## src/rtl/microcode_sequencer.sv

```systemverilog
// Microcode sequencer: steps ROM addresses {sel, step} for multi-uop
// instructions, passes non-ROM instructions through as a single uop.
module microcode_sequencer #(
  parameter int SEL_W     = 4,
  parameter int STEP_W    = 3,
  parameter int MAX_STEPS = 8
) (
  input  logic                    clk,
  input  logic                    reset,
  input  logic                    in_valid,
  output logic                    in_ready,
  input  logic                    rom_in_control,
  input  logic [SEL_W-1:0]        rom_control,
  output logic [SEL_W+STEP_W-1:0] rom_addr,
  input  logic                    rom_last,
  output logic                    out_valid,
  input  logic                    out_ready,
  output logic                    out_from_rom,
  output logic [STEP_W-1:0]       out_step,
  input  logic                    flush,
  output logic                    seq_err,
  output logic                    busy
);

  typedef enum logic [1:0] {
    IDLE = 2'd0,
    PASS = 2'd1,
    SEQ  = 2'd2
  } state_t;

  localparam logic [STEP_W-1:0] LAST_STEP = STEP_W'(MAX_STEPS - 1);

  state_t              state, state_nx;
  logic [SEL_W-1:0]    sel_q, sel_nx;
  logic [STEP_W-1:0]   step_q, step_nx;
  logic                err_nx;

  // State, entry select, step counter and error pulse registers
  always_ff @(posedge clk or negedge reset) begin
    if (!reset) begin
      state   <= IDLE;
      sel_q   <= '0;
      step_q  <= '0;
      seq_err <= 1'b0;
    end else begin
      state   <= state_nx;
      sel_q   <= sel_nx;
      step_q  <= step_nx;
      seq_err <= err_nx;
    end
  end

  // Next-state logic; flush overrides every other input
  always_comb begin
    state_nx = state;
    sel_nx   = sel_q;
    step_nx  = step_q;
    err_nx   = 1'b0;
    if (flush) begin
      state_nx = IDLE;
      step_nx  = '0;
    end else begin
      unique case (state)
        IDLE: begin
          if (in_valid) begin
            if (rom_in_control) begin
              state_nx = SEQ;
              sel_nx   = rom_control;
              step_nx  = '0;
            end else begin
              state_nx = PASS;
            end
          end
        end
        PASS: begin
          if (out_ready) state_nx = IDLE;
        end
        SEQ: begin
          if (out_ready) begin
            // cap is checked before incrementing so step_q never wraps
            if (rom_last) begin
              state_nx = IDLE;
              step_nx  = '0;
            end else if (step_q == LAST_STEP) begin
              state_nx = IDLE;
              step_nx  = '0;
              err_nx   = 1'b1;
            end else begin
              step_nx = step_q + 1'b1;
            end
          end
        end
        default: begin
          state_nx = IDLE;
          step_nx  = '0;
        end
      endcase
    end
  end

  assign in_ready     = (state == IDLE);
  assign out_valid    = (state != IDLE);
  assign busy         = (state != IDLE);
  assign out_from_rom = (state == SEQ);
  assign out_step     = (state == SEQ) ? step_q : '0;
  assign rom_addr     = {sel_q, step_q};

endmodule

```

## config.mk

```make
export PLATFORM = sky130hd
export DESIGN_NAME = microcode_sequencer
export DESIGN_NICKNAME = d
export VERILOG_FILES = /design/src/rtl/microcode_sequencer.sv
export SDC_FILE = /design/constraint.sdc
export NUM_CORES = 1
export LEC_CHECK = 0
export CORE_MARGIN = 10
export CORE_UTILIZATION = 36
export CTS_BUF_LIST = sky130_fd_sc_hd__clkbuf_2 sky130_fd_sc_hd__clkbuf_4 sky130_fd_sc_hd__clkbuf_8
export CTS_CLUSTER_SIZE = 25
export DETAILED_ROUTE_END_ITERATION = 10
export GPL_TIMING_DRIVEN = 0
export PLACE_DENSITY = 0.75
export SKIP_LAST_GASP = 1
export SYNTH_ARGS = -nofsm -noshare
export SYNTH_HDL_FRONTEND = slang
export SYNTH_SLANG_ARGS = --single-unit
```

## constraint.sdc

```tcl
create_clock -name clk -period 1.4 [get_ports clk]
set_input_delay 0.21 -clock clk [delete_from_list [all_inputs] [get_ports clk]]
set_output_delay 0.21 -clock clk [all_outputs]
set_load 0.01 [all_outputs]
```

Yosys cells after proc, flatten, opt, wreduce, memory -nomap -nowiden

Index checks and enable logic that the tools add are counted.

$add $sub $neg: 1
Multipliers: 0
Divide/modulo/power cells: 0
Order comparisons: 0
Eq/ne operators: 9
Shift operators: 0
Mux-type cells: 21
Bitwise gates (word level): 1
Reductions and logical operators: 5

Operator list:

| kind                  | number |
|---|---|
| $mux W3               | 7 |
| $mux W2               | 7 |
| $reduce_and A4 Y1     | 3 |
| $pmux W3 S3           | 1 |
| $ne A3 B2 Y1 const B  | 2 |
| $pmux W2 S3           | 1 |
| $mux W1               | 5 |
| $ne A4 B2 Y1 const B  | 1 |
| $add A3 B1 Y3 const B | 1 |
| $eq A3 B3 Y1 const B  | 1 |
| $ne A3 B1 Y1 const B  | 1 |
| $ne A3 B3 Y1 const B  | 1 |
| $eq A2 B1 Y1 const B  | 1 |
| $eq A2 B2 Y1 const B  | 1 |
| $logic_not A2 Y1      | 1 |
| $ne A2 B2 Y1 const B  | 1 |
| $reduce_bool A2 Y1    | 1 |
| $not A1 Y1            | 1 |

Bits in registers: 10
Latch bits: 0
Bits in writable memories: 0
Memory bits (read-only): 0
Logic and storage cells: 41
Memories kept: 0

Depth between registers and ports, before layout

Gate-level depths: netlist of the first run.

Word-level depth: 6
Mapped depth: 5
Mapped depth without buffers: 5

Worst setup path after synthesis of the first run

OpenSTA, ideal clock, no wires.

Kind: register to register
Start point: register step_q[0]
End point: register state[0]
Setup time: 123 ps
Data arrival time: 1296 ps
Required time: 1277 ps
Slack: -18 ps
Cell stages (with the launch flop): 6
Buffers on the path: 0
Clock period less this slack: 1418 ps
Path through: dfrtp_1 > ha_1 > ha_1 > o211ai_1 > nand2b_1 > o221a_2

Cells in the longest elaborated chain, start to end: 3

Ends and longest elaborated chain:

| item                               | line | source |
|---|---|---|
| from (decl)                        | 35   | `logic [STEP_W-1:0] step_q, step_nx;` |
| from (signal assigned)             | 48   | `step_q <= step_nx;` |
| $eq A3 B3 Y1                       | 84   | `end else if (step_q == LAST_STEP) begin` |
| $ne A4 B2 Y1 (no source line)      | -    |  |
| $reduce_and A4 Y1 (no source line) | -    |  |
| to (signal assigned)               | 46   | `state <= state_nx;` |
| to (decl)                          | 33   | `state_t state, state_nx;` |

No other way between the ends.
A chain may end at the register's enable or synchronous reset.

Worst setup path after layout of the first run

Start point: register state[0]
End point: register sel_q[2]

Cells in the longest elaborated chain, start to end: 2

Ends and longest elaborated chain:

| item                               | line | source |
|---|---|---|
| $logic_not A2 Y1                   | 63   | `unique case (state)` |
| $reduce_and A4 Y1 (no source line) | -    |  |
| to (signal assigned)               | 47   | `sel_q <= sel_nx;` |
| to (decl)                          | 34   | `logic [SEL_W-1:0] sel_q, sel_nx;` |

No other way between the ends.

==> impl_metrics.py, run 1 <==
metrics = {
    "finish": {
        "drive_gt1_share_pct": 43.0,
        "area_delta_synth_final_pct": 81.1,
        "nets": 100,
        "final_cells": 101,
        "fin_util_pct": 72.0,
        "layout.cells.most_common": "clkdlybuf4s50_1",
        "final_cell_mix": "12 x clkdlybuf4s50_1, 10 x buf_4, 8 x dfrtp_1",
        "antennaDiodeCount": 0,
    },
    "cts": {
        "cts-root-buf": "clkbuf_4",
        "clk_path_buf_depth": 2,
        "clk_pin_slew_ns": 0.07,
        "clk_latency_ns": 0.26,
        "cts_buffers": 3,
        "cts_tree": "yes",
        "h-tree-depth": 1,
        "clock_sinks": 10,
        "postCtsHoldBufs": 0,
    },
    "routing": {
        "met3WireLength_um": 153,
        "met2_length_um": 785,
        "wl_met1_um": 692,
        "post_drt_wl_per_cell_um": 16.4,
        "ant_nets": 0,
        "viasPerCell": 5.14,
        "drc_errors": 0,
        "wl_um": 1660,
        "initialDrtViolationCount": 6,
        "firstDrtPassIters": 4,
        "top_layer": "met4",
        "vias": 519,
    },
    "synth": {
        "syn_area_um2": 537,
        "synth_cell_types": 24,
        "synth_seq_area_share_pct": 46.6,
        "syn_area_per_cell_um2": 11.7,
        "yosys_warnings": 0,
        "synthXorXnorAreaFrac_pct": 0,
        "synthMuxAreaShare_pct": 14.0,
        "synth_top_family_by_area": "simple AND/OR/NAND/NOR gates",
        "synth_compound_area_share_pct": 8.39,
        "netlist_top_cells_area": "dfrtp_1 47%, mux2_2 8.4%, mux2i_1 5.6%, ha_1 4.7%, nand2b_1 4.7%",
        "yosys.area_share.simple_pct": 23.5,
        "syn_nets": 59,
        "synth_cells": 46,
        "ys_seq_elements": 10,
        "synth_top_area_share_pct": 46.6,
        "synth-adder-area-share_pct": 4.66,
        "synth_top_area_cell": "dfrtp_1",
    },
    "critical_path": {
        "r2r_cells": 6,
        "crit_fanout": 4,
        "reg2reg_slack_ns": -0.02,
        "rr_startpoint": "state[0]",
        "reg2reg_to": "sel_q[2]",
        "worstPathRequired_ns": 1.55,
        "cp-start-kind": "flop",
        "crit_type": "reg -> reg",
        "cp_top_family": "flip-flops",
        "cp.arrival_ns": 1.57,
        "cp-end-kind": "flop",
        "crit_top_cell": "buf_6",
        "crit_slowest_cell": "dfrtp_2",
        "path_cells": "nor2_4 > inv_2 > buf_6 > nor3_4 > buf_6 > mux2_4",
        "slowest_delay_ns": 0.46,
        "crit_buf_inv": 3,
    },
    "status": {
        "violations": "negative setup slack",
        "status": "finished, violations left",
    },
    "sta": {
        "final_hold_viol_count": 0,
        "worstMarginPinSlew_ns": 0.484,
        "layout_min_cycle_time_ns": 1.42,
        "finalClockSkew_ns": 0.00246,
        "rsz0062_at_grt": "true",
        "min_period_over_period_pct": 101,
        "final.setup.worst_slack_ns": -0.0174,
        "final-max-slew-violation-count": 0,
        "clock.fmax_mhz": 706,
        "slew_headroom_pct": 67.7,
        "finalSetupViolCount": 4,
    },
    "power": {
        "p_per_area_nw_per_um2": 910,
        "leakage_uw": 0.000502,
        "ir_worst_vdd_uv": 746,
    },
    "global_routing": {
        "grt_pass1_vias": 592,
        "grt_pass1_wl_um": 2680,
        "grt_use_total_pct": 9.69,
        "grt_start_max_net_pins": 11,
        "antenna_found_initial": 0,
        "grt-ovfl-total": 0,
    },
    "place": {
        "dp_cells": 86,
        "place_hpwl_um": 1100,
        "post-place-ws_ns": -0.256,
        "place.port_buffers": 25,
        "gp_congestion": 0.737,
    },
    "floorplanning": {
        "start_util_pct": 39.8,
        "dieArea_um2": 3440,
        "die_w_um": 58.6,
        "io_pins": 26,
        "die_height_um": 58.6,
        "coreArea_um2": 1350,
        "std_cell_rows": 13,
    },
    "hold_path": {
        "min_path_type": "in -> async",
    },
    "job": {
        "cap_violations": 0,
    },
}
synthesized netlist by cell type, drive strengths merged:
cell type	n
nor4b	1
nor3	2
buf	1
ha	2
nor2b	1
mux2i	3
o211ai	1
o221a	1
mux2	4
nand2b	4
nand2	3
a21oi	1
a211oi	1
and2	3
dfrtp	10
o21ai	2
nor2	2
and3	1
inv	2
nand3b	1
power breakdown:
group / internal, µW / switching, µW / leakage, µW / total [µW]
logic: 176 / 107 / 0.000354 / 283
registers: 324 / 23.1 / 0.000127 / 347
clock network: 158 / 97.5 / 0.0000210 / 255
total: 657 / 228 / 0.000502 / 885
kinds of logic (layout without fill, tap and decap cells):
| logic type | count (synthesis) | count (layout) |
|---|---|---|
| DFF | 10 | 10 |
| muxes | 7 | 7 |
| adders and majority gates | 2 | 2 |
| AOI/OAI and AO/OA | 6 | 6 |
| and+or+nand+nor | 18 | 18 |
| buffers and inverters | 3 | 43 |
metal layers:
| metal | global-route usage [%] | up-vias |
|---|---|---|
| li1 | - | 240 |
| met1 | 10.4 | 258 |
| met2 | 16.7 | 19 |
| met3 | 6.22 | 2 |
| met4 | 0 | 0 |
| met5 | 0 | - |
worst max path at each step:
stage / cells past startpoint / to / from
5_1_grt: 6 / sel_q[0] / state[0]
6_report: 6 / sel_q[2] / state[0]
2_1_floorplan: 5 / state[0] / step_q[0]
3_5_place_dp: 3 / out_step[2] / state[1]
3_3_place_gp: 3 / out_step[0] / state[1]
4_1_cts: 3 / out_step[2] / state[1]
metrics by stage:
stage	instance area, µm²	setup TNS (ns)	hold WS, ns	power [µW]
detailed placement	808	-2.65	0.500	583
finish	972	-0.0648	0.275	885
floorplan	539	0	-0.0856	443
global route	972	-0.553	0.297	930
CTS	935	-0.106	0.280	887
global placement	808	-2.50	0.489	579
area by class of cell:
type	count	area (µm²)
inverters	2	7.51
well taps	15	18.8
flip-flops and latches	10	253
fillers	94	378
repair buffers	36	328
plain buffers	1	7.51
clock buffers	4	36.3
multi-input cells	33	322
state kept, by name (all words and copies together), names as in the netlist:
register  flops
state         2
step_q        3
seq_err       1
sel_q         4
timing repair:
| item | 4_1_cts | 5_1_grt |
|---|---|---|
| resized for setup | 30 | 12 |
| setup buffers | 9 | 2 |
| endpoints found under the setup margin | 16 | 19 |
| hold endpoints to repair | 0 | 0 |
| pin swaps | 3 | 1 |
No activity file was read; power rests on OpenSTA's default activity.
==> run 2: changes to the inputs <==
Settings changed: CORE_MARGIN 10 to 2, HOLD_SLACK_MARGIN set to 0.02.
==> run 2 against run 1 <==
The flow still finishes with violations (negative setup slack). Critical endpoint is now out_step[0]. Largest power group unchanged. First-iteration DRC count fell by 67%. Worst setup slack got worse by 0.022 ns. Cell area did not move. Via count fell by 1.2%. Register-to-register slack improved by 0.03 ns. Global-route usage rose by 7.1 points. Total power fell by 1.6%. Hold slack improved by 0.0034 ns.
==> impl_metrics.py, run 2 (same netlist as run 1, synthesis figures left out) <==
metrics = {
    "critical_path": {
        "cp.arrival_ns": 1.23,
        "worstPathRequired_ns": 1.19,
        "rr_startpoint": "state[0]",
        "crit_type": "reg -> out",
        "r2r_cells": 5,
        "reg2reg_to": "step_q[2]",
        "reg2reg_slack_ns": 0.01,
        "crit_fanout": 4,
        "cp-start-kind": "flop",
        "worstSetupEndpoint": "out_step[0]",
        "cp-startpoint": "state[0]",
        "cp-end-kind": "primary output",
    },
    "finish": {
        "nets": 100,
        "fin_util_pct": 72.0,
        "antennaDiodeCount": 0,
        "final_cells": 101,
        "regMostFlops": "sel_q",
        "final_cell_mix": "12 x clkdlybuf4s50_1, 10 x buf_4, 8 x dfrtp_1",
        "largest_reg_flops": 4,
        "area_delta_synth_final_pct": 81.1,
        "reg.largest.list": "sel_q (4), step_q (3), state (2)",
        "drive_gt1_share_pct": 45.3,
        "layout.cells.most_common": "clkdlybuf4s50_1",
    },
    "floorplanning": {
        "die_w_um": 42.6,
        "std_cell_rows": 13,
        "dieArea_um2": 1820,
        "io_pins": 26,
        "start_util_pct": 39.8,
        "die_height_um": 42.6,
        "coreArea_um2": 1350,
    },
    "cts": {
        "clk_latency_ns": 0.26,
        "clock_sinks": 10,
        "h-tree-depth": 1,
        "clk_path_buf_depth": 2,
        "cts_tree": "yes",
        "clk_pin_slew_ns": 0.06,
        "cts_buffers": 3,
        "cts-root-buf": "clkbuf_4",
    },
    "routing": {
        "viasPerCell": 5.08,
        "firstDrtPassIters": 4,
        "wl_um": 1450,
        "drc_errors": 0,
        "ant_nets": 0,
        "vias": 513,
        "post_drt_wl_per_cell_um": 14.3,
        "initialDrtViolationCount": 2,
    },
    "status": {
        "violations": "negative setup slack",
        "status": "finished, violations left",
    },
    "hold_path": {
        "min_path_type": "in -> async",
    },
    "sta": {
        "final.setup.worst_slack_ns": -0.0396,
        "fin_tns_setup_ns": -0.137,
        "clock.fmax_mhz": 695,
        "final_hold_viol_count": 0,
        "layout_min_cycle_time_ns": 1.44,
        "finalClockSkew_ns": 0.00152,
        "finalSetupViolCount": 4,
        "slew_headroom_pct": 66.7,
        "rsz0062_at_grt": "true",
        "worstMarginPinSlew_ns": 0.498,
        "min_period_over_period_pct": 103,
        "final-max-slew-violation-count": 0,
    },
    "power": {
        "ir_worst_vdd_uv": 761,
        "switching_share_pct": 25.5,
        "switchingPower_uw": 222,
        "p_comb_share_pct": 31.1,
        "total_power_uw": 871,
        "internal_power_uw": 649,
        "leakage_uw": 0.000498,
        "seq_power_share_pct": 39.6,
        "pwr-share-clk_pct": 29.4,
        "p_per_area_nw_per_um2": 896,
    },
    "place": {
        "place.port_buffers": 25,
        "post-place-ws_ns": -0.249,
        "place_hpwl_um": 946,
        "gp_congestion": 0.660,
        "dp_cells": 86,
    },
    "job": {
        "cap_violations": 0,
    },
    "global_routing": {
        "antenna_found_initial": 0,
        "grt-ovfl-total": 0,
        "grt_pass1_vias": 505,
        "grt_use_total_pct": 16.8,
        "grt_start_max_net_pins": 11,
        "grt_pass1_wl_um": 2230,
    },
}
==> run 2: worst min path at each step <==
| stage | start | slack, ns | cells after the start | end |
|---|---|---|---|---|
| detailed placement | sel_q[0] | 0.50 | 1 | sel_q[0] |
| CTS | reset | 0.28 | 1 | sel_q[1] |
| global route | reset | 0.31 | 1 | step_q[1] |
| global placement | sel_q[0] | 0.49 | 1 | sel_q[0] |
| finish | reset | 0.28 | 1 | step_q[2] |
| floorplan | reset | -0.09 | 0 | sel_q[0] |
==> run 2: power groups by stage <==
stage	Sequential (µW)	Clock (µW)	Combinational (µW)
after floorplan	365	0	78.2
after global placement	351	0	224
after detailed placement	353	0	227
after CTS	346	267	243
after global routing	350	283	290
final	345	256	271
==> run 2: critical path, cell delays in order (launching register included) <==
cell	delay, ns
dfrtp_2	0.45
buf_12	0.14
nor2b_4	0.12
and2_4	0.14
buf_2	0.11
==> run 2: repair_timing <==
item | CTS | global route
resized for setup | 24 | 20
hold endpoints to repair | 0 | 0
hold buffers | 0 | 0
pin swaps | 5 | 1
buffers inserted | 6 | 5
setup endpoints to repair | 16 | 19
==> run 2: routing by layer <==
metal  GRT usage [%]  wire (µm)  vias to the layer above
met1            20.6        590                      248
met2            28.0        751                       21
met4            2.50          0                        0
met3            6.90        108                        0
li1                -          -                      244
met5               0          0                        -
==> run 2: stage by stage <==
step           area (µm²)  hold slack [ns]
2_1_floorplan         539          -0.0856
3_3_place_gp          808            0.489
3_5_place_dp          808            0.500
4_1_cts               902            0.277
5_1_grt               972            0.311
6_report              972            0.279
==> run 2: final cells by class <==
class,count,area [µm²]
inverters,2,10.0
repair buffers,36,328
multi-input cells,33,315
well taps,15,18.8
plain buffers,1,11.3
clock buffers,4,36.3
flip-flops and latches,10,253
fillers,102,378
